### config.mk
export PLATFORM = sky130hd
export DESIGN_NAME = fetch_unit
export DESIGN_NICKNAME = d
export VERILOG_FILES = /design/src/rtl/fetch_unit_pkg.sv /design/src/rtl/fetch_skid.sv /design/src/rtl/fetch_unit.sv
export SDC_FILE = /design/constraint.sdc
export NUM_CORES = 1
export LEC_CHECK = 0
export BUFFER_PORTS_ARGS = -buffer_cell sky130_fd_sc_hd__buf_4
export CAP_MARGIN = 20
export CORE_MARGIN = 2
export CORE_UTILIZATION = 46
export DETAILED_ROUTE_END_ITERATION = 8
export MAX_ROUTING_LAYER = met4
export PLACE_DENSITY = 0.74
export SETUP_SLACK_MARGIN = 0.4
export SLEW_MARGIN = 30
export SYNTH_ARGS = -nofsm -noshare
export SYNTH_HDL_FRONTEND = slang
export SYNTH_SLANG_ARGS = --single-unit
### constraint.sdc
create_clock -name Clock -period 1.62 [get_ports Clock]
set_input_delay 0.081 -clock Clock [delete_from_list [all_inputs] [get_ports Clock]]
set_output_delay 0.081 -clock Clock [all_outputs]
set_load 0.02 [all_outputs]
### src/rtl/fetch_unit_pkg.sv
// Shared definitions for the fetch stage: default widths, NOP encoding and
// fetch state encodings.
package fetch_unit_pkg;

    localparam int DEFAULT_ADDR_W  = 10;
    localparam int DEFAULT_INSTR_W = 16;

    // NOP presented to the decoder whenever no on-path instruction is available
    localparam logic [15:0] NOP_INSTR = 16'h0000;

    // The fourth 2-bit code is unused and recovers to FLUSH_S
    typedef enum logic [1:0] {
        FETCH_S = 2'b00,
        STALL_S = 2'b01,
        FLUSH_S = 2'b10
    } fetchState_e;

endpackage

### src/rtl/fetch_skid.sv
// One-entry holding register with full flag. Catches the ROM word that is in
// flight when the downstream stage stalls, so it can be replayed on release.
module fetch_skid #(
    parameter int WIDTH = 16
) (
    input  logic             Clock,
    input  logic             clear,
    input  logic             load,
    input  logic             drain,
    input  logic [WIDTH-1:0] loadData,
    output logic [WIDTH-1:0] holdData,
    output logic             full
);

    // Clear beats load beats drain; a clear also drops the captured word
    always_ff @(posedge Clock) begin
        if (clear) begin
            full     <= 1'b0;
            holdData <= '0;
        end else if (load) begin
            full     <= 1'b1;
            holdData <= loadData;
        end else if (drain) begin
            full     <= 1'b0;
        end
    end

endmodule

### src/rtl/fetch_unit.sv
// Instruction fetch stage: owns the PC, drives the synchronous instruction ROM,
// squashes wrong-path words after a redirect and holds the stream on stall.
// Optional feature macro: FETCH_PERF_EN adds saturating instruction and
// redirect counters (rInstr_count, rRedirect_count).
//
// state   | meaning
// FLUSH_S | discarding ROM words after reset/redirect, PC advancing
// FETCH_S | presenting one ROM word per cycle
// STALL_S | output held, in-flight word parked in the skid register
module fetch_unit
    import fetch_unit_pkg::*;
#(
    parameter int                ADDR_W       = DEFAULT_ADDR_W,
    parameter int                INSTR_W      = DEFAULT_INSTR_W,
    parameter int                FLUSH_CYCLES = 1,
    parameter logic [ADDR_W-1:0] RESET_PC     = '0
) (
    input  logic               Clock,
    input  logic               Reset,
    input  logic               wBranch_taken,
    input  logic               wJumpTaken,
    input  logic [ADDR_W-1:0]  wBranch_dir,
    input  logic               wStall,
    input  logic [INSTR_W-1:0] wRom_data,
    output logic [ADDR_W-1:0]  rInstr_addr,
    output logic [INSTR_W-1:0] rInstruction,
    output logic               rValid
`ifdef FETCH_PERF_EN
    ,
    output logic [15:0]        rInstr_count,
    output logic [15:0]        rRedirect_count
`endif
);

    localparam logic [1:0]         FLUSH_INIT = 2'(FLUSH_CYCLES - 1);
    localparam logic [INSTR_W-1:0] NOP        = INSTR_W'(NOP_INSTR);

    fetchState_e        rState;
    logic [1:0]         rFlushCnt;
    logic               wRedirect;
    logic               wSkidClear;
    logic               wSkidLoad;
    logic               wSkidDrain;
    logic [INSTR_W-1:0] wSkidData;
    logic               wSkidFull;

    // Both redirect sources share the single decoder target
    assign wRedirect  = wBranch_taken | wJumpTaken;
    assign wSkidClear = Reset | wRedirect;
    assign wSkidLoad  = (rState == FETCH_S) && wStall;
    assign wSkidDrain = (rState == STALL_S) && !wStall;

    fetch_skid #(
        .WIDTH (INSTR_W)
    ) uSkid (
        .Clock    (Clock),
        .clear    (wSkidClear),
        .load     (wSkidLoad),
        .drain    (wSkidDrain),
        .loadData (wRom_data),
        .holdData (wSkidData),
        .full     (wSkidFull)
    );

    // Fetch FSM: reset > redirect > stall > advance, all outputs registered
    always_ff @(posedge Clock) begin
        if (Reset) begin
            rInstr_addr  <= RESET_PC;
            rInstruction <= NOP;
            rValid       <= 1'b0;
            rState       <= FLUSH_S;
            rFlushCnt    <= FLUSH_INIT;
        end else if (wRedirect) begin
            rInstr_addr  <= wBranch_dir;
            rInstruction <= NOP;
            rValid       <= 1'b0;
            rState       <= FLUSH_S;
            rFlushCnt    <= FLUSH_INIT;
        end else begin
            case (rState)
                FLUSH_S: begin
                    rInstruction <= NOP;
                    rValid       <= 1'b0;
                    rInstr_addr  <= rInstr_addr + ADDR_W'(1);
                    if (rFlushCnt == 2'd0) begin
                        rState <= FETCH_S;
                    end else begin
                        rFlushCnt <= rFlushCnt - 2'd1;
                    end
                end
                FETCH_S: begin
                    if (wStall) begin
                        rState <= STALL_S;
                    end else begin
                        rInstruction <= wRom_data;
                        rValid       <= 1'b1;
                        rInstr_addr  <= rInstr_addr + ADDR_W'(1);
                    end
                end
                STALL_S: begin
                    // While stalled the ROM re-reads the held address, so that
                    // word reappears on wRom_data right after the release.
                    if (!wStall) begin
                        rInstruction <= wSkidFull ? wSkidData : wRom_data;
                        rValid       <= 1'b1;
                        rInstr_addr  <= rInstr_addr + ADDR_W'(1);
                        rState       <= FETCH_S;
                    end
                end
                default: begin
                    rInstruction <= NOP;
                    rValid       <= 1'b0;
                    rState       <= FLUSH_S;
                    rFlushCnt    <= FLUSH_INIT;
                end
            endcase
        end
    end

`ifdef FETCH_PERF_EN
    logic wLoadValid;

    assign wLoadValid = !wStall && ((rState == FETCH_S) || (rState == STALL_S));

    // Saturating counts of delivered instructions and redirects
    always_ff @(posedge Clock) begin
        if (Reset) begin
            rInstr_count    <= 16'd0;
            rRedirect_count <= 16'd0;
        end else if (wRedirect) begin
            if (rRedirect_count != 16'hFFFF) begin
                rRedirect_count <= rRedirect_count + 16'd1;
            end
        end else if (wLoadValid && (rInstr_count != 16'hFFFF)) begin
            rInstr_count <= rInstr_count + 16'd1;
        end
    end
`endif

endmodule

; ---- Word-level counts from Yosys, hierarchy flattened
; Cells that the tools add are included.
[word_totals]
regBits = 48
inputBits = 31
out_inout_bits = 27
wordCells = 49
[classes]
addsub = 2
eq_ne = 8
n_mux = 15
bitwise = 3
reduce_logical = 14
[op_table]
columns = cell, n
row1 = $mux W16, 3
row2 = $pmux W16 S2, 1
row3 = $mux W10, 2
row4 = $pmux W10 S2, 1
row5 = $add A10 B1 Y10 const B, 1
row6 = $ne A2 B2 Y1 const B, 5
row7 = $mux W2, 4
row8 = $pmux W2 S3, 1
row9 = $reduce_and A2 Y1, 3
row10 = $logic_not A2 Y1, 2
row11 = $pmux W2 S2, 1
row12 = $reduce_or A2 Y1, 2
row13 = $ne A3 B2 Y1 const B, 1
row14 = $reduce_and A3 Y1, 1
row15 = $reduce_bool A3 Y1, 1
row16 = $reduce_or A3 Y1, 1
row17 = $eq A2 B1 Y1 const B, 1
row18 = $eq A2 B2 Y1 const B, 1
row19 = $logic_and A1 B1 Y1, 2
row20 = $mux W1, 2
row21 = $or A1 B1 Y1, 2
row22 = $reduce_bool A2 Y1, 1
row23 = $sub A2 B1 Y2 const B, 1
row24 = $logic_not A1 Y1, 1
row25 = $not A1 Y1, 1

; ---- Logic depth before layout (Yosys ltp)
[depth]
ltp_word = 4
depth_mapped = 6
ltp_nobuf = 6

; ---- By module
; From an unflattened synthesis, not the netlist that was laid out.
[hier_totals]
cells_unflattened = 220
hier_area_um2 = 2173.3
[modules_own_cells]
columns = module, instances, cells_per_inst, area_per_inst_um2, seq_area_each_um2
row1 = fetch_unit, 1, 164, 1556.5, 620.6
row2 = fetch_skid, 1, 56, 616.8, 340.3

; ---- Worst setup path before layout
; OpenSTA, ideal clock, no wires.
[synth_path]
path_kind = flip-flop to flip-flop
from = register rState[1]
to = register rInstr_addr[3]
setup_ns = 0.091
t_arrival_ns = 1.439
required_ns = 1.529
setup_slack_ns = 0.090
stages_incl_launch_ff = 5
path_buffers = 1
synth_period_minus_slack_ns = 1.530
path_cell_list = dfxtp_1 mux2_2 buf_6 or3_1 a311oi_1
[synth_via]
elab_chain_len = 4
elab_cells_between_ends = 9
classes_between = eq/ne: 3 / mux: 2 / reduce/logical: 4
[synth_rtl]
columns = element, line_no
row1 = start: declaration, fetch_unit.sv:38  ; fetchState_e rState;
row2 = start signal: assignment, fetch_unit.sv:71  ; rState <= FLUSH_S;
row3 = start signal: assignment, fetch_unit.sv:77  ; rState <= FLUSH_S;
row4 = start signal: assignment, fetch_unit.sv:86  ; rState <= FETCH_S;
row5 = $eq A2 B1 Y1 or $logic_not A2 Y1 (tied branches), fetch_unit.sv:80  ; case (rState)
row6 = $reduce_or A2 Y1 (no line), --
row7 = $pmux W10 S2 (tied with other cells), fetch_unit.sv:80
row8 = $mux W10 or $reduce_and A2 Y1 (tied branches), --
row9 = end signal: assignment, fetch_unit.sv:74  ; rInstr_addr <= wBranch_dir;
row10 = end signal: assignment, fetch_unit.sv:84  ; rInstr_addr <= rInstr_addr + ADDR_W'(1);
row11 = end signal: assignment, fetch_unit.sv:97  ; rInstr_addr <= rInstr_addr + ADDR_W'(1);
row12 = end: declaration, fetch_unit.sv:25  ; output logic [ADDR_W-1:0] rInstr_addr,
; Several ways; a longest one is shown, not always the timed one.
; A chain may end at the register's enable or synchronous reset.

; ---- Worst setup path in the final report
[layout_path]
from = register rState[1]
to = register rInstr_addr[6]
; The elaborated chain is that of the path after synthesis.

==> results.md <==
- Post-route DRC: 0
- Gr ovfl total: 0
- Cells after synthesis: roughly 240
- Critical R2R Launch: rState[1]$_SDFFE_PP1P_
- Worst reg2reg path endpoint: rInstr_addr[6]$_SDFFE_PP0P_
- # nets final: roughly 340
- Synthesis-stage register bit count: 48
- Worst-Margin Slew: ~0.38 ns
- Placer Congestion: roughly 0.77
- Avg Synthesized Cell Area: a little under 9 sq um
- Post-synth top area share: between 40 and 50%
- CTS tree: yes
- Max-slew violation count: 0
- Crit path arrival time: about 1.6 ns
- Total global-route track usage: 21.9%
- GRT met3 Usage: between 5 and 6%
- Leading cell type in the layout, fill and taps excluded: buf_4
- Met1 Track Usage GR: 27.5%
- Commonest non-fill, non-tap cells in the layout: 69 x buf_4, 40 x dfxtp_1, 34 x nor2_1
- Ports: between 50 and 60
- Cell accounting for the most synthesized area: dfxtp_1
- Deepest clock path buffer count: 2
- Largest family of logic cells by synthesized area: simple AND/OR/NAND/NOR gates
- Ys Warns: 0
- Critical Path RT: 1.84 ns
- Crit. Startpoint: rState[1]$_SDFFE_PP1P_
- R2r setup slk: approximately 0.23 ns
- Seq/Total Area, Yosys: a little under half
- First-pass GRT wire length: ~8600 um
- Hold slack: around 0.027 ns
- R2R depth: 5
- Peak Freq: between 0.7 and 0.8 GHz
- Vias per Instance: roughly 5.3
- Compound-Gate Fraction of Synth Area: a little under a tenth
- Slew HR: 74.9%
- CTS Hold Bufs: 0
- Synth cell types: 28
- H-tree depth: 2
- Worst-path clk slew: around 0.090 ns
- Post-Synth Simple-Gate Area: 18.7%
- RSZ-0062 raised after global routing: yes
- Final setup violation count: 0
- Most used routing layer: met2
- Synth Net Count: approximately 270
- Largest net degree at the start of global routing: 22
- Fraction of synthesized area in multiplexers: ~17%
- DRT iter0 DRCs: 90
- Core Util, Final: slightly above 70%
- IO Port Bufs: 57
- Die area: 5140 sq um
- Number of max-cap violations: 0
- Die X: between 70 and 80 um
- Max VDD drop: between 0.0006 and 0.0007 V
- Vias in the first global route: approximately 1800
- Drt pass-1 iters: 4
- Final wirelength: 5490 um
- DR WL/cell: around 15 um
- Critical Path Start Type: flop
- Share of cells above drive strength 1: 44.5%
- Critical Path End: rInstr_addr[6]$_SDFFE_PP0P_
- Setup Skew: between 0.006 and 0.007 ns
- Synth Flop Type: dfxtp_1
- Synthesis-to-layout area growth: 46.5%
- Synth Cell Area: about 2100 sq um
- Post-synth EDFFs: 0
- Final count of hold timing violations: 0
- Power Dens Cells: around 790 nW/um^2
- WS Path Type: reg -> reg
- Routed via count: 1907
- Routing usage on met2: between 30% and 40%
- Leakage: ~0.0013 uW
- Outcome: finished, final reports clean
- Initial Util: roughly half
- Setup_tns: 0 ns
- Ys async rst share: 0%
- Row cnt: 24
- Synth Area in Adders: 1.19%
- Period Utilization, post-route: 86.0%
- Later-pin clock latency in the skew report: approximately 0.30 ns
- Root Buffer: clkbuf_8
- DP Wirelength: 3220 um
- CTS buffer count: 5
- CTS Sinks: 48
- Worst min-delay path class: in -> reg
- Crit path time final: about 1.4 ns
- Die Y-Extent: 71.7 um
- CP Max Fanout: 5
- Critical Path Sink Type: flop
- Power Total: between 2000 and 2500 uW
- Xor/xnor cell area share of the yosys netlist: 3.32%
- Antenna diode count: 0
- Main area contributors after synthesis: dfxtp_1 46%, mux2_2 9.1%, mux2i_1 8.1%, nand2_1 6.6%, nor2_1 6.4%
- Number of nets still failing antenna checks after routing: 0
- CORE AREA: approximately 4400 sq um
- Initial antenna violation count: 0
-- kinds of logic (layout without fill, tap and decap cells) --
kind of cell | Yosys count | after routing
flip-flops | 48 | 48
AND/OR/NAND/NOR | 91 | 92
adder cells (fa/ha/maj) | 2 | 2
multiplexers | 34 | 35
AO/OA/AOI/OAI | 33 | 33
buffers and inverters | 22 | 92
XOR/XNOR | 8 | 8
-- how the worst min path moves through the flow --
stage / end / from / depth (start not counted) / slack, ns
after floorplan: uSkid.holdData[0]$_SDFFE_PP0P_ / wRom_data[0] / 2 / 0.22
after global placement: uSkid.holdData[7]$_SDFFE_PP0P_ / wRom_data[7] / 3 / 0.33
after detailed placement: uSkid.holdData[8]$_SDFFE_PP0P_ / wRom_data[8] / 3 / 0.35
after CTS: uSkid.holdData[2]$_SDFFE_PP0P_ / wRom_data[2] / 3 / 0.03
after global routing: uSkid.holdData[5]$_SDFFE_PP0P_ / wRom_data[5] / 3 / 0.02
final: uSkid.holdData[5]$_SDFFE_PP0P_ / wRom_data[5] / 3 / 0.03
-- cell type report --
cell class | instances | area (sq um)
fill | 340 | 1300
timing repair buffer | 76 | 622
multi-input combinational | 170 | 1270
clock buffer | 8 | 121
sequential | 48 | 978
tap | 52 | 65.1
inverter | 8 | 30.0
-- synthesized netlist by cell type, types with 3 or more instances --
cell type,n
a211oi_1,8
a21oi_1,20
clkbuf_1,10
dfxtp_1,48
inv_1,8
mux2_2,17
mux2i_1,17
nand2_1,37
nand2b_1,5
nor2_1,36
nor3_1,3
xnor2_1,7
-- critical path, cell delays in order, from the launching register on --
cell,delay [ns]
dfxtp_4,0.38
mux2_4,0.35
buf_6,0.13
nor3_4,0.15
xnor2_1,0.09
a211oi_1,0.20
-- repair_timing --
item | CTS | global route
resized for setup | 29 | 35
cloned | 4 | 0
buffers inserted | 9 | 0
endpoints found under the setup margin | 42 | 42
pin swaps | 17 | 14
-- where the power goes --
group | total [uW] | leakage, uW | internal [uW] | switching, uW
Clock | 892 | 0.0000627 | 483 | 409
Combinational | 326 | 0.000876 | 173 | 153
Sequential | 1230 | 0.000393 | 1200 | 24.9
-- state kept, by name (all words and copies together), names as in the netlist --
register and cells:
uSkid.full 1, uSkid.holdData 16, rInstruction 16, rValid 1
rState 2, rInstr_addr 10, rFlushCnt 2
-- metal layers --
layer | wire length (um) | up-vias
met3 | 238 | 8
met2 | 2770 | 45
met1 | 2410 | 910
met5 | 0 | -
li1 | - | 944
met4 | 67 | 0
-- stage by stage --
step           area, sq um  setup slack, ns  cells
2_1_floorplan         2160            0.198    238
4_1_cts               2960            0.245    362
3_5_place_dp          2620            0.102    341
5_1_grt               3090            0.162    362
3_3_place_gp          2620            0.150    341
6_report              3090            0.226    362
Note: power is estimated with default switching activity, not from simulation.
